==> src/rtl/id_hazard_controller.sv <==
// id_hazard_controller: decode-side sequencing control for the five-stage core.
// Tracks the EX/MEM/WB destinations in a shadow scoreboard. From that scoreboard
// and the current ID instruction it derives the freeze, flush and bubble
// controls for the pipeline registers.
module id_hazard_controller #(
  parameter bit FORWARD_EN = 1'b0,
  parameter bit WB_HAZARD  = 1'b1
) (
  input  logic        clk,
  input  logic        rst,
  input  logic        id_valid,
  input  logic [4:0]  id_src1,
  input  logic [4:0]  id_src2,
  input  logic        id_uses_src2,
  input  logic        id_wb_en,
  input  logic [4:0]  id_dest,
  input  logic        id_mem_read,
  input  logic        br_taken,
  input  logic        mem_busy,
  output logic        if_freeze,
  output logic        id_freeze,
  output logic        ex_bubble,
  output logic        if_flush,
  output logic        late_freeze,
  output logic [15:0] stall_cnt
);

  localparam int unsigned REG_W = 5;
  localparam int unsigned CNT_W = 16;

  // One in-flight instruction as seen by the hazard logic.
  typedef struct packed {
    logic             valid;
    logic             wb;
    logic [REG_W-1:0] dest;
    logic             mem_read;
  } sb_entry_t;

  // Per-cycle action after applying the priority mem_busy > branch > hazard.
  typedef enum logic [1:0] {
    MODE_RUN   = 2'd0,
    MODE_STALL = 2'd1,
    MODE_FLUSH = 2'd2,
    MODE_HOLD  = 2'd3
  } mode_e;

  sb_entry_t ex_q, ex_d;
  sb_entry_t mem_q, mem_d;
  sb_entry_t wb_q, wb_d;
  logic [CNT_W-1:0] stall_cnt_q, stall_cnt_d;

  logic  ex_match, mem_match, wb_match;
  logic  hazard;
  mode_e mode;

  logic if_freeze_c, ex_bubble_c, if_flush_c, late_freeze_c;

  // True when an entry will write a nonzero register that the ID instruction reads.
  function automatic logic entry_match(input sb_entry_t  e,
                                       input logic [4:0] src1,
                                       input logic [4:0] src2,
                                       input logic       uses_src2);
    logic hit;
    hit = (e.dest == src1) || (uses_src2 && (e.dest == src2));
    return e.valid && e.wb && (e.dest != REG_W'(0)) && hit;
  endfunction

  // RAW detection against the scoreboard and selection of this cycle's action.
  always_comb begin
    mode      = MODE_RUN;
    ex_match  = entry_match(ex_q,  id_src1, id_src2, id_uses_src2);
    mem_match = entry_match(mem_q, id_src1, id_src2, id_uses_src2);
    wb_match  = entry_match(wb_q,  id_src1, id_src2, id_uses_src2);
    if (FORWARD_EN) begin
      // With forwarding only a load in EX cannot supply its result in time.
      hazard = id_valid && ex_match && ex_q.mem_read;
    end else begin
      hazard = id_valid && (ex_match || mem_match || (WB_HAZARD && wb_match));
    end
    if (mem_busy) begin
      mode = MODE_HOLD;
    end else if (br_taken) begin
      mode = MODE_FLUSH;
    end else if (hazard) begin
      mode = MODE_STALL;
    end
  end

  // Pipeline control outputs. They are held low while reset is asserted.
  always_comb begin
    if_freeze_c   = 1'b0;
    ex_bubble_c   = 1'b0;
    if_flush_c    = 1'b0;
    late_freeze_c = 1'b0;
    if (rst) begin
      unique case (mode)
        MODE_HOLD: begin
          if_freeze_c   = 1'b1;
          late_freeze_c = 1'b1;
        end
        MODE_FLUSH: begin
          if_flush_c  = 1'b1;
          ex_bubble_c = 1'b1;
        end
        MODE_STALL: begin
          if_freeze_c = 1'b1;
          ex_bubble_c = 1'b1;
        end
        default: ;
      endcase
    end
  end

  // Scoreboard shift and stall counter next state.
  always_comb begin
    ex_d        = ex_q;
    mem_d       = mem_q;
    wb_d        = wb_q;
    stall_cnt_d = stall_cnt_q;
    if (mode != MODE_HOLD) begin
      wb_d  = mem_q;
      mem_d = ex_q;
      if (mode == MODE_RUN) begin
        ex_d = '{valid: id_valid, wb: id_wb_en, dest: id_dest, mem_read: id_mem_read};
      end else begin
        // A bubble (stall) or a squashed instruction (flush) is never tracked.
        ex_d = '0;
      end
    end
    if ((mode == MODE_STALL) && (stall_cnt_q != {CNT_W{1'b1}})) begin
      stall_cnt_d = stall_cnt_q + CNT_W'(1);
    end
  end

  // State registers with synchronous active-low reset.
  always_ff @(posedge clk) begin
    if (!rst) begin
      ex_q        <= '0;
      mem_q       <= '0;
      wb_q        <= '0;
      stall_cnt_q <= '0;
    end else begin
      ex_q        <= ex_d;
      mem_q       <= mem_d;
      wb_q        <= wb_d;
      stall_cnt_q <= stall_cnt_d;
    end
  end

  assign if_freeze   = if_freeze_c;
  assign id_freeze   = if_freeze_c;
  assign ex_bubble   = ex_bubble_c;
  assign if_flush    = if_flush_c;
  assign late_freeze = late_freeze_c;
  assign stall_cnt   = stall_cnt_q;

endmodule

==> config.mk <==
export PLATFORM = sky130hd
export DESIGN_NAME = id_hazard_controller
export DESIGN_NICKNAME = d
export VERILOG_FILES = /design/src/rtl/id_hazard_controller.sv
export SDC_FILE = /design/constraint.sdc
export NUM_CORES = 1
export LEC_CHECK = 0
export BUFFER_PORTS_ARGS = -buffer_cell sky130_fd_sc_hd__buf_2
export CORE_ASPECT_RATIO = 2
export CORE_UTILIZATION = 35
export DETAILED_ROUTE_END_ITERATION = 7
export HOLD_SLACK_MARGIN = 0.15
export PLACE_DENSITY = 0.53
export SKIP_CTS_REPAIR_TIMING = 1
export SLEW_MARGIN = 30
export SYNTH_ARGS = -nofsm -noshare
export SYNTH_HDL_FRONTEND = slang
export SYNTH_SLANG_ARGS = --single-unit
==> constraint.sdc <==
create_clock -name clk -period 2.6 [get_ports clk]
set_clock_uncertainty 0.2 [all_clocks]
set_input_delay 0 -clock clk [delete_from_list [all_inputs] [get_ports clk]]
set_output_delay 0 -clock clk [all_outputs]
set_load 0.01 [all_outputs]
Word level (Yosys, flattened, before mapping)
Index checks and enable logic that the tools add are counted.
W data, S select, Z words.
{"block": "totals", "inputBits": 23, "reg_bits": 37, "output_inout_bits": 21}
{"block": "classes", "n_reduce_logical": 25, "n_addsub": 1, "n_mux": 12, "eq_ne": 11}
{"operator": "$eq A5 B5 Y1", "count": 6}
{"operator": "$add A16 B1 Y16 const B", "count": 1}
{"operator": "$ne A16 B16 Y1 const B", "count": 1}
{"operator": "$reduce_bool A5 Y1", "count": 3}
{"operator": "$logic_and A1 B1 Y1", "count": 14}
{"operator": "$mux W1", "count": 9}
{"operator": "$mux W8", "count": 1}
{"operator": "$logic_or A1 B1 Y1", "count": 5}
{"operator": "$eq A2 B2 Y1 const B", "count": 2}
{"operator": "$mux W2", "count": 2}
{"operator": "$reduce_or A2 Y1", "count": 2}
{"operator": "$eq A2 B1 Y1 const B", "count": 1}
{"operator": "$logic_not A2 Y1", "count": 1}
{"operator": "$ne A2 B2 Y1 const B", "count": 1}

Longest topological paths before layout
{"block": "depth", "ltp_word": 14, "depth_mapped": 11}

Worst setup path after synthesis
No wires, ideal clock.
{"block": "synth_timing", "kind": "reg2reg", "start": "register mem_q[1] (netlist bit)", "end": "register ex_q[1] (netlist bit)", "setup_slack_ns": -0.187, "path_stages_with_launch": 11, "n_path_buf": 2, "synth_period_minus_slack_ns": 2.787, "arrival_ns": 2.472, "required_ns": 2.285, "path_cell_list": "dfxtp_1 -> or3_1 -> o311a_1 -> a222oi_1 -> o21ai_0 -> ha_1 -> buf_2 -> clkbuf_1 -> nand2_1 -> o21ai_0 -> and2_1"}
{"block": "synth_between", "elab_chain_cells": 12}
{"item": "start, declared", "line": "48", "source": "sb_entry_t mem_q, mem_d;"}
{"item": "start signal, assigned", "line": "144", "source": "mem_q <= mem_d;"}
{"item": "$eq A5 B5 Y1", "line": "64", "source": "hit = (e.dest == src1) || (uses_src2 && (e.dest == src2));"}
{"item": "$logic_and A1 B1 Y1", "line": "64"}
{"item": "$logic_or A1 B1 Y1", "line": "64"}
{"item": "$logic_and A1 B1 Y1 (*)", "line": "65", "source": "return e.valid && e.wb && (e.dest != REG_W'(0)) && hit;"}
{"item": "$logic_or A1 B1 Y1 (*) (2 in series)", "line": "78", "source": "hazard = id_valid && (ex_match || mem_match || (WB_HAZARD && wb_match));"}
{"item": "$logic_and A1 B1 Y1 (*)", "line": "78"}
{"item": "$mux W1 (*)", "line": "84", "source": "end else if (hazard) begin"}
{"item": "$mux W2 (*)", "line": "82", "source": "end else if (br_taken) begin"}
{"item": "$mux W2 (*)", "line": "80", "source": "if (mem_busy) begin"}
{"item": "$logic_not A2 Y1", "line": "123", "source": "if (mode == MODE_RUN) begin"}
{"item": "$mux W8", "line": "123"}
{"item": "end signal, assigned", "line": "138", "source": "ex_q <= '0;"}
{"item": "end signal, assigned", "line": "143", "source": "ex_q <= ex_d;"}
{"item": "end, declared", "line": "47", "source": "sb_entry_t ex_q, ex_d;"}
Mark *: on every way between the ends. The rest lies on a longest branch, timed or not.
A chain may end at the register's enable or synchronous reset.

Worst setup path after layout
{"block": "layout_timing", "start": "register mem_q[2] (netlist bit)", "end": "output late_freeze"}
{"block": "layout_between", "elab_chain_cells": 13}
{"item": "$eq A5 B5 Y1", "line": "64"}
{"item": "$logic_and A1 B1 Y1", "line": "64"}
{"item": "$logic_or A1 B1 Y1", "line": "64"}
{"item": "$logic_and A1 B1 Y1 (*)", "line": "65"}
{"item": "$logic_or A1 B1 Y1 (*) (2 in series)", "line": "78"}
{"item": "$logic_and A1 B1 Y1 (*)", "line": "78"}
{"item": "$mux W1 (*)", "line": "84"}
{"item": "$mux W2 (*)", "line": "82"}
{"item": "$mux W2 (*)", "line": "80"}
{"item": "$eq A2 B2 Y1 (*)", "line": "96", "source": "unique case (mode)"}
{"item": "$mux W1 (*)", "line": "96"}
{"item": "$mux W1 (*)", "line": "95", "source": "if (rst) begin"}
{"item": "end, declared", "line": "24", "source": "output logic late_freeze,"}
Marks and branches as above.

==> impl_metrics.json <==
{
  "synth_warnings": 0,
  "synth_cells": 240,
  "wl_um": 6054,
  "area_growth_pct": 46.82,
  "slew_viol_final": 0,
  "drtIter0Drc": 34,
  "cp.required_ns": 2.40,
  "status": "complete, but fails checks",
  "fp.dieH_um": 112.2,
  "nets": 347,
  "cp_max_fo": 6,
  "ys_seq_elements": 37,
  "drive_gt1_share_pct": 38.44,
  "grt_usage_pct": 18.13,
  "rsz0062_at_grt": "yes",
  "post-route-period-util_pct": 106.8,
  "syn-cell-area_um2": 2125,
  "synth_common_cells": "xnor2_1 (38), dfxtp_1 (37), nand2_1 (25)",
  "num_rows": 39,
  "hpwl_um": 4207,
  "maxSlewHeadroom_pct": 57.65,
  "die_w_um": 57.09,
  "hp-class": "in2out",
  "synthFlopType": "dfxtp_1",
  "initial_utilization_pct": 36.90,
  "ys_types": 36,
  "cts_sinks": 37,
  "synth_edf_count": 0,
  "n_antenna_cell": 0,
  "cts_max_level": 2,
  "drt-vias-per-instance": 5.278,
  "grt_pass1_wl_um": 8700,
  "arrival_ns": 2.58,
  "irDropWorstVdd_mv": 0.3492,
  "numCtsBuffers": 5,
  "drv_cap": 0,
  "tightest_slew_ns": 0.6353,
  "critPathLaunchType": "flop",
  "fillers": 546,
  "cts_tree": "built",
  "synth.area.top_cells": "dfxtp_1 (35%), xnor2_1 (16%), mux2i_1 (6.6%)",
  "path_clk_slew_ns": 0.05,
  "fp.coreArea_um2": 5758,
  "ys_seq_area_share_pct": 34.86,
  "place_congestion": 0.8786,
  "fin_crit_ns": 2.777,
  "whs_ns": 0.1430,
  "cp-end-kind": "primary output",
  "syn_area_per_cell_um2": 8.852,
  "portBuffers": 42,
  "setup_viol": 32,
  "drc": 4,
  "drtPass1Iterations": 6,
  "clkLatencyLatePin_ns": 0.28,
  "overflow": 0,
  "synthDominantCellAreaShare_pct": 34.86,
  "grt_max_degree": 45,
  "yosysTopAreaCell": "dfxtp_1",
  "antenna_found_initial": 0,
  "total_power_mw": 1.360,
  "cts_root_buffer": "clkbuf_16",
  "worst_slack_ns": -0.1769,
  "cts_buffer_depth": 2,
  "path_class": "reg2out",
  "synth_most_common_cell": "xnor2_1",
  "wire_per_inst_um": 15.89,
  "ant_nets": 0,
  "dieArea_um2": 6404,
  "grt_pass1_vias": 1835,
  "setup_tns_ns": -1.491,
  "max_freq_mhz": 360.1,
  "ioPinCount": 44,
  "p_per_area_nw_per_um2": 435.9,
  "finalHoldViolCount": 0,
  "violations": "design-rule violations, negative setup slack",
  "async_flop_share_pct": 0,
  "route.vias.total": 2011,
  "leakage_nw": 1.277,
  "syn_nets": 267,
  "dp_slack_ns": -0.1443
}
[power by group]
| part | internal, mW | switching, mW |
|---|---|---|
| clock network | 0.376 | 0.223 |
| logic | 0.100 | 0.0847 |
| registers | 0.570 | 0.00591 |
[registers in the layout (all words and copies together) (netlist names)]
signal / flops
mem_q: 7
wb_q: 7
stall_cnt: 16
ex_q: 7
[metrics by stage]
stage          instances  util [%]  instance area, µm²
2_1_floorplan        240         -                2141
6_report             381     54.17                3119
4_1_cts              366     47.31                2724
3_3_place_gp         359     44.83                2581
5_1_grt              381     54.17                3119
3_5_place_dp         359     44.83                2581
[area by class of cell]
type	instances	area, µm²	share of cell area [%]
Tap cell	61	76.32	2.447
Multi-Input combinational cell	191	1529	49.02
Inverter	4	15.01	0.4813
Sequential cell	37	757.0	24.27
Timing Repair Buffer	81	599.3	19.21
Clock buffer	7	142.6	4.573
[per-layer routing]
layer | wire, µm | GRT usage (%)
met1 | 2135 | 16.44
met5 | 0 | 0
met3 | 156 | 2.765
met2 | 3528 | 36.00
met4 | 234 | 10.08
[final timing paths]
kind / start / to / slack [ns] / cells after the start
min: br_taken / if_flush / 0.14 / 3
min reg2reg: wb_q[6]$_SDFFE_PN0P_ / wb_q[6]$_SDFFE_PN0P_ / 0.34 / 2
max reg2reg: mem_q[2]$_SDFFE_PN0P_ / wb_q[3]$_SDFFE_PN0P_ / -0.12 / 10
max: mem_q[2]$_SDFFE_PN0P_ / late_freeze / -0.18 / 9
[kinds of logic (layout without fill, tap and decap cells)]
family                     count (synthesis)  count (layout)  share of synthesized area, %
adders and majority gates                  4               4                         2.356
AOI/OAI and AO/OA                         36              37                         11.78
muxes                                     14              14                         6.596
and+or+nand+nor                           98              98                         26.03
xor gates and xnor gates                  38              38                         15.67
DFF                                       37              37                         34.86
buffers and inverters                     13              92                         2.708
[critical path, stage by stage, from the launching register on]
cell,delay (ns)
dfxtp_4,0.35
or3_1,0.37
o311a_1,0.35
a222oi_1,0.37
o21ai_1,0.15
ha_2,0.22
buf_12,0.13
buf_6,0.11
and2_4,0.13
buf_6,0.11
[layout by cell type, fill, tap and decap left out, types with 3 or more instances in the layout]
cell type / instances
buf_4: 20
xnor2_2: 7
o21ai_0: 5
nand3_2: 4
buf_2: 42
and2_1: 16
xnor2_1: 31
o22ai_2: 3
mux2i_1: 13
nand2_1: 24
nand2b_1: 3
clkbuf_16: 6
o21a_1: 6
dfxtp_2: 7
inv_1: 4
o311a_1: 3
dfxtp_1: 28
nand4_1: 7
nor2b_1: 14
and4_1: 3
nand3_1: 9
o31ai_1: 3
o21ai_1: 3
buf_6: 7
dlygate4sd3_1: 8
Power figures use the tool's default switching activity.
